### src/rtl/lsu_mem_ctrl.sv
// RV32I load/store controller: turns byte-addressed LB/LH/LW/LBU/LHU/SB/SH/SW
// into word accesses on a single-port RAM with a registered read address.
module lsu_mem_ctrl #(
  parameter int MEM_AW = 10
) (
  input  logic              clk,
  input  logic              rst_n,
  input  logic              req_valid,
  output logic              req_ready,
  input  logic              req_we,
  input  logic [2:0]        req_funct3,
  input  logic [31:0]       req_addr,
  input  logic [31:0]       req_wdata,
  output logic              resp_valid,
  output logic [31:0]       resp_rdata,
  output logic              resp_err,
  output logic              mem_we,
  output logic [MEM_AW-1:0] mem_addr,
  output logic [31:0]       mem_din,
  input  logic [31:0]       mem_dout
);

  localparam logic [2:0] F3_B  = 3'b000;
  localparam logic [2:0] F3_H  = 3'b001;
  localparam logic [2:0] F3_W  = 3'b010;
  localparam logic [2:0] F3_BU = 3'b100;
  localparam logic [2:0] F3_HU = 3'b101;

  typedef enum logic [2:0] {
    S_IDLE,
    S_CAP,
    S_MERGE,
    S_WR,
    S_RESP
  } state_t;

  state_t            r_state;
  state_t            w_next;
  logic              r_we;
  logic [2:0]        r_funct3;
  logic [MEM_AW+1:0] r_addr;
  logic [31:0]       r_wdata;
  logic [31:0]       r_rdata;
  logic              r_err;

  logic              w_accept;
  logic              w_illegal;
  logic              w_misalign;
  logic              w_err;
  logic [7:0]        w_byte;
  logic [15:0]       w_half;
  logic [31:0]       w_load_data;
  logic [31:0]       w_merged;
  logic              w_unused;

  // Address bits above the RAM window alias onto it.
  assign w_unused = &{1'b0, req_addr[31:MEM_AW+2]};

  assign req_ready = (r_state == S_IDLE) && rst_n;
  assign w_accept  = req_valid && req_ready;

  // Request classification, evaluated on the incoming request at accept.
  always_comb begin
    w_illegal  = (req_funct3 == 3'b011) || (req_funct3 == 3'b110) ||
                 (req_funct3 == 3'b111) || (req_we && req_funct3[2]);
    w_misalign = ((req_funct3[1:0] == 2'b01) && req_addr[0]) ||
                 ((req_funct3 == F3_W) && (req_addr[1:0] != 2'b00));
    w_err      = w_illegal || w_misalign;
  end

  // NOTE: every variable written in always_comb gets a default first, so no
  // path through the case can leave it unassigned and infer a latch.
  always_comb begin
    w_next = r_state;
    case (r_state)
      S_IDLE: begin
        if (w_accept) begin
          if (w_err)                    w_next = S_RESP;
          else if (!req_we)             w_next = S_CAP;
          else if (req_funct3 == F3_W)  w_next = S_WR;
          else                          w_next = S_MERGE;
        end
      end
      S_CAP:   w_next = S_RESP;
      S_MERGE: w_next = S_WR;
      S_WR:    w_next = S_RESP;
      S_RESP:  w_next = S_IDLE;
      default: w_next = S_IDLE;
    endcase
  end

  // NOTE: sequential state uses non-blocking assignments so every register
  // samples pre-edge values regardless of process ordering.
  always_ff @(posedge clk or negedge rst_n) begin
    if (!rst_n) r_state <= S_IDLE;
    else        r_state <= w_next;
  end

  // Lane extraction for loads; r_addr[1:0] picks the byte, r_addr[1] the half.
  always_comb begin
    w_byte = mem_dout[7:0];
    case (r_addr[1:0])
      2'd0: w_byte = mem_dout[7:0];
      2'd1: w_byte = mem_dout[15:8];
      2'd2: w_byte = mem_dout[23:16];
      2'd3: w_byte = mem_dout[31:24];
      default: w_byte = mem_dout[7:0];
    endcase
    w_half = r_addr[1] ? mem_dout[31:16] : mem_dout[15:0];

    w_load_data = mem_dout;
    case (r_funct3)
      F3_B:    w_load_data = {{24{w_byte[7]}}, w_byte};
      F3_H:    w_load_data = {{16{w_half[15]}}, w_half};
      F3_BU:   w_load_data = {24'd0, w_byte};
      F3_HU:   w_load_data = {16'd0, w_half};
      default: w_load_data = mem_dout;
    endcase
  end

  // Read-modify-write: replace only the addressed lane of the current word.
  always_comb begin
    w_merged = mem_dout;
    if (r_funct3[1:0] == 2'b00) begin
      case (r_addr[1:0])
        2'd0: w_merged[7:0]   = r_wdata[7:0];
        2'd1: w_merged[15:8]  = r_wdata[7:0];
        2'd2: w_merged[23:16] = r_wdata[7:0];
        2'd3: w_merged[31:24] = r_wdata[7:0];
        default: w_merged = mem_dout;
      endcase
    end else if (r_addr[1]) begin
      w_merged[31:16] = r_wdata[15:0];
    end else begin
      w_merged[15:0] = r_wdata[15:0];
    end
  end

  // Response registers only change on the transition into RESP, so they
  // hold steady between responses.
  always_ff @(posedge clk or negedge rst_n) begin
    if (!rst_n) begin
      r_we     <= 1'b0;
      r_funct3 <= 3'd0;
      r_addr   <= '0;
      r_wdata  <= 32'd0;
      r_rdata  <= 32'd0;
      r_err    <= 1'b0;
    end else begin
      case (r_state)
        S_IDLE: begin
          if (w_accept) begin
            r_we     <= req_we;
            r_funct3 <= req_funct3;
            r_addr   <= req_addr[MEM_AW+1:0];
            r_wdata  <= req_wdata;
            if (w_err) begin
              r_rdata <= 32'd0;
              r_err   <= 1'b1;
            end
          end
        end
        S_CAP: begin
          r_rdata <= w_load_data;
          r_err   <= 1'b0;
        end
        S_MERGE: r_wdata <= w_merged;
        S_WR: begin
          r_rdata <= 32'd0;
          r_err   <= 1'b0;
        end
        default: ;
      endcase
    end
  end

  // RAM strobes come straight from registered state, never from req_*.
  assign mem_we     = (r_state == S_WR) && r_we;
  assign mem_din    = mem_we ? r_wdata : 32'd0;
  assign mem_addr   = (r_state == S_IDLE) ? req_addr[MEM_AW+1:2] : r_addr[MEM_AW+1:2];
  assign resp_valid = (r_state == S_RESP);
  assign resp_rdata = r_rdata;
  assign resp_err   = r_err;

endmodule
### config.mk
export PLATFORM = sky130hd
export DESIGN_NAME = lsu_mem_ctrl
export DESIGN_NICKNAME = d
export VERILOG_FILES = /design/src/rtl/lsu_mem_ctrl.sv
export SDC_FILE = /design/constraint.sdc
export NUM_CORES = 1
export LEC_CHECK = 0
export ABC_AREA = 1
export CAP_MARGIN = 20
export CORE_ASPECT_RATIO = 1.2
export CORE_MARGIN = 4
export CORE_UTILIZATION = 32
export CTS_BUF_LIST = sky130_fd_sc_hd__clkbuf_16
export DETAILED_ROUTE_END_ITERATION = 16
export PLACE_DENSITY_LB_ADDON = 0.15
export SLEW_MARGIN = 20
export SYNTH_ARGS = -nofsm -noshare
export SYNTH_HDL_FRONTEND = slang
export SYNTH_SLANG_ARGS = --single-unit
### constraint.sdc
create_clock -name clk -period 1.84 [get_ports clk]
set_clock_uncertainty 0.15 [all_clocks]
set_input_delay 0.46 -clock clk [delete_from_list [all_inputs] [get_ports clk]]
set_output_delay 0.46 -clock clk [all_outputs]
set_load 0.1 [all_outputs]
==> run_results.csv <==
group,metric,value,unit
status,status,"finished with violations",
status,violations,"negative setup slack",
grt,first_global_vias,5941,
logic_synthesis,yosys_warnings,0,
worst_setup_path,crit_path_max_incr_delay,0.40,ns
floorplan,die_h,148,um
worst_setup_path,worstReg2RegEnd,"resp_rdata[2]",
finish,fin_area,0.00966,mm^2
logic_synthesis,seq_area_frac_synth,40.0,%
power,p_per_area,1940,mW/mm^2
cts,cts_sinks,84,
grt,grt-ovfl-total,0,
placement,portBuffers,160,
grt,grtUsageTotal,21.6,%
sta,final-hold-violation-count,0,
cts,clk_pin_slew,0.06,ns
drt,drcViolationCount,0,
placement,gp_congestion,0.896,
finish,drive_gt1_share,27.7,%
worst_setup_path,critPathSlowestCell,"dfrtp_1",
sta,tns,-40.05,ns
cts,htreeDepth,3,
logic_synthesis,yosysTopAreaCell,"dfrtp_1",
drt,vias,6031,
grt,grt_pass1_wl,31400,um
drt,dr.pass1.iters,5,
sta,rsz0062_at_grt,"yes",
worst_setup_path,critical_path_class,"reg2out",
hold_path,min_path_type,"in2async",
worst_setup_path,cpMostUsedCell,"buf_12",
sta,setup_ws,-0.521,ns
logic_synthesis,synth_top_cell_area_share,40.0,%
worst_setup_path,cp.arrival,1.75,ns
sta,setup_violations,128,
cts,cts_max_path_buffers,2,
logic_synthesis,synth_area,0.00526,mm^2
finish,area.growth.synth_to_final,83.6,%
worst_setup_path,reg2reg_slack,-0.48,ns
cts,cts_buffers,9,
floorplan,fp-row-count,51,
run,max-cap-violations,0,
power,power.leakage,4.69,nW
worst_setup_path,crit_chain,"inv_2 > nand2_4 > nor3_4 > inv_4 > buf_12 > nor2_4 > buf_12",
drt,routed_via_density,4.79,
worst_setup_path,cpLargestDelayFamily,"buffers and inverters",
sta,worst_pin_slew,0.926,ns
logic_synthesis,ys_ff_latch,84,
finish,diodes,0,
sta,drv_slew,0,
worst_setup_path,worstReg2RegStart,"r_state[2]",
floorplan,die_x,125,um
sta,relSlewSlack,38.3,%
placement,place_area,0.00862,mm^2
drt,wirelength,20400,um
cts,clock_latency,0.35,ns
logic_synthesis,synth_cell_type_count,27,
logic_synthesis,ys_top_cells_by_area,"dfrtp_1, nand2_1, nor2_1",
worst_setup_path,crit_required,1.23,ns
worst_setup_path,reg2reg_depth,14,
floorplan,fp.coreArea,0.0162,mm^2
grt,antenna_found_initial,0,
worst_setup_path,crit_path_start_kind,"flop",
worst_setup_path,setup.worst_path.end,"mem_din[26]",
drt,wl_per_cell,16.2,um
logic_synthesis,avgSynthCellArea,6.45,um^2
drt,final_antenna_net_count,0,
worst_setup_path,cp-startpoint,"r_state[2]",
worst_setup_path,cp.depth,7,
worst_setup_path,path_max_fanout,15,
sta,max_freq,424,MHz
finish,finalNetCount,1145,
grt,grt_max_degree,75,
placement,hpwl,15100,um
drt,first_iter_violations,356,
logic_synthesis,synth_cells,816,
sta,finalCritPeriodShare,128,%
logic_synthesis,synth_nets,919,
cts,cts_tree,"done",
floorplan,start_util,32.5,%
power,irDropWorstVdd,0.00145,V
floorplan,dieArea,0.0186,mm^2
worst_setup_path,endpoint_kind,"primary output",
floorplan,io_pins,181,
sta,post-route-min-period,2.36,ns
cts,cts_root_buf,"clkbuf_16",
worst_setup_path,cp.buffers_inverters,4,
-- worst min path at each step --
stage                         end  depth (start not counted)        start
finish              resp_rdata[4]                          2        rst_n
global route          r_wdata[12]                          2  r_wdata[12]
CTS                    r_state[2]                          2        rst_n
detailed placement     r_wdata[7]                          2   r_wdata[7]
global placement       r_wdata[6]                          2   r_wdata[6]
floorplan               r_addr[0]                          0        rst_n
-- flip-flops by register name (all words and copies together) (netlist names) --
signal / flops
resp_rdata: 32
r_wdata: 32
r_addr: 12
resp_err: 1
r_funct3: 3
r_we: 1
r_state: 3
-- Yosys cell counts, drive strengths merged --
cell type,n
nor2,92
o211ai,12
buf,18
nand4,6
nor3,2
clkbuf,21
a21oi,58
o21ai,55
nand2,320
or2,1
clkinv,1
nand3,56
dfrtp,84
inv,90
-- power by group --
part	internal (mW)	leakage, nW	switching [mW]	total (mW)
Combinational	5.08	3.51	8.44	13.5
Sequential	2.73	1.04	0.748	3.47
Clock	1.03	0.140	0.759	1.79
Total	8.84	4.69	9.95	18.8
-- stage by stage --
stage	util [%]	hold WS, ns	worst slack [ns]	total power [mW]	cells
after floorplan	-	0.0144	-1.09	11.1	816
after global placement	53.2	0.307	-0.202	15.2	1210
after detailed placement	53.2	0.310	-0.222	15.3	1210
after CTS	57.4	0.326	-0.541	18.3	1246
after global routing	59.6	0.344	-0.568	19.8	1258
final	59.6	0.277	-0.521	18.8	1258
-- cell families after synthesis --
kind of cell | Yosys count | synth area share [%]
and+or+nand+nor | 477 | 37.2
AOI/OAI and AO/OA | 125 | 12.7
buffers and inverters | 130 | 10.2
DFF | 84 | 40.0
-- cell type report --
type,count,area (um^2)
sequential,84,2100
fill,1461,6550
timing repair inverter,3,48.8
timing repair buffer,251,3400
clock inverter,6,56.3
clock buffer,9,225
inverter,91,360
tap,212,265
multi-input combinational,602,3200
-- per-layer routing --
metal	up-vias	global-route usage [%]	routed length (um)
li1	3013	-	-
met1	2779	26.7	8310
met2	207	37.2	10200
met3	32	3.74	1260
met4	0	9.49	593
met5	-	0	0
-- repair_timing --
action                                 in CTS  in global routing
resized for setup                          45                 73
setup buffers                              14                 14
pin swaps                                   5                 13
endpoints found under the hold margin      10                  0
gates cloned                                7                  3
setup endpoints to repair                  79                128
hold buffers                                1                  0
-- cell usage in the layout (no fill, tap or decap), drive strengths merged, types with 2 or more instances in the layout --
cell type and n:
nor3 2, o21ai 55, nor2 92, dfrtp 84, a21oi 58, clkbuf 11, clkdlybuf4s50 81, o211ai 12
clkinv 10, inv 89, buf 166, nand3 56, nand2 320, nand4 6
No activity file was read; power rests on OpenSTA's default activity.
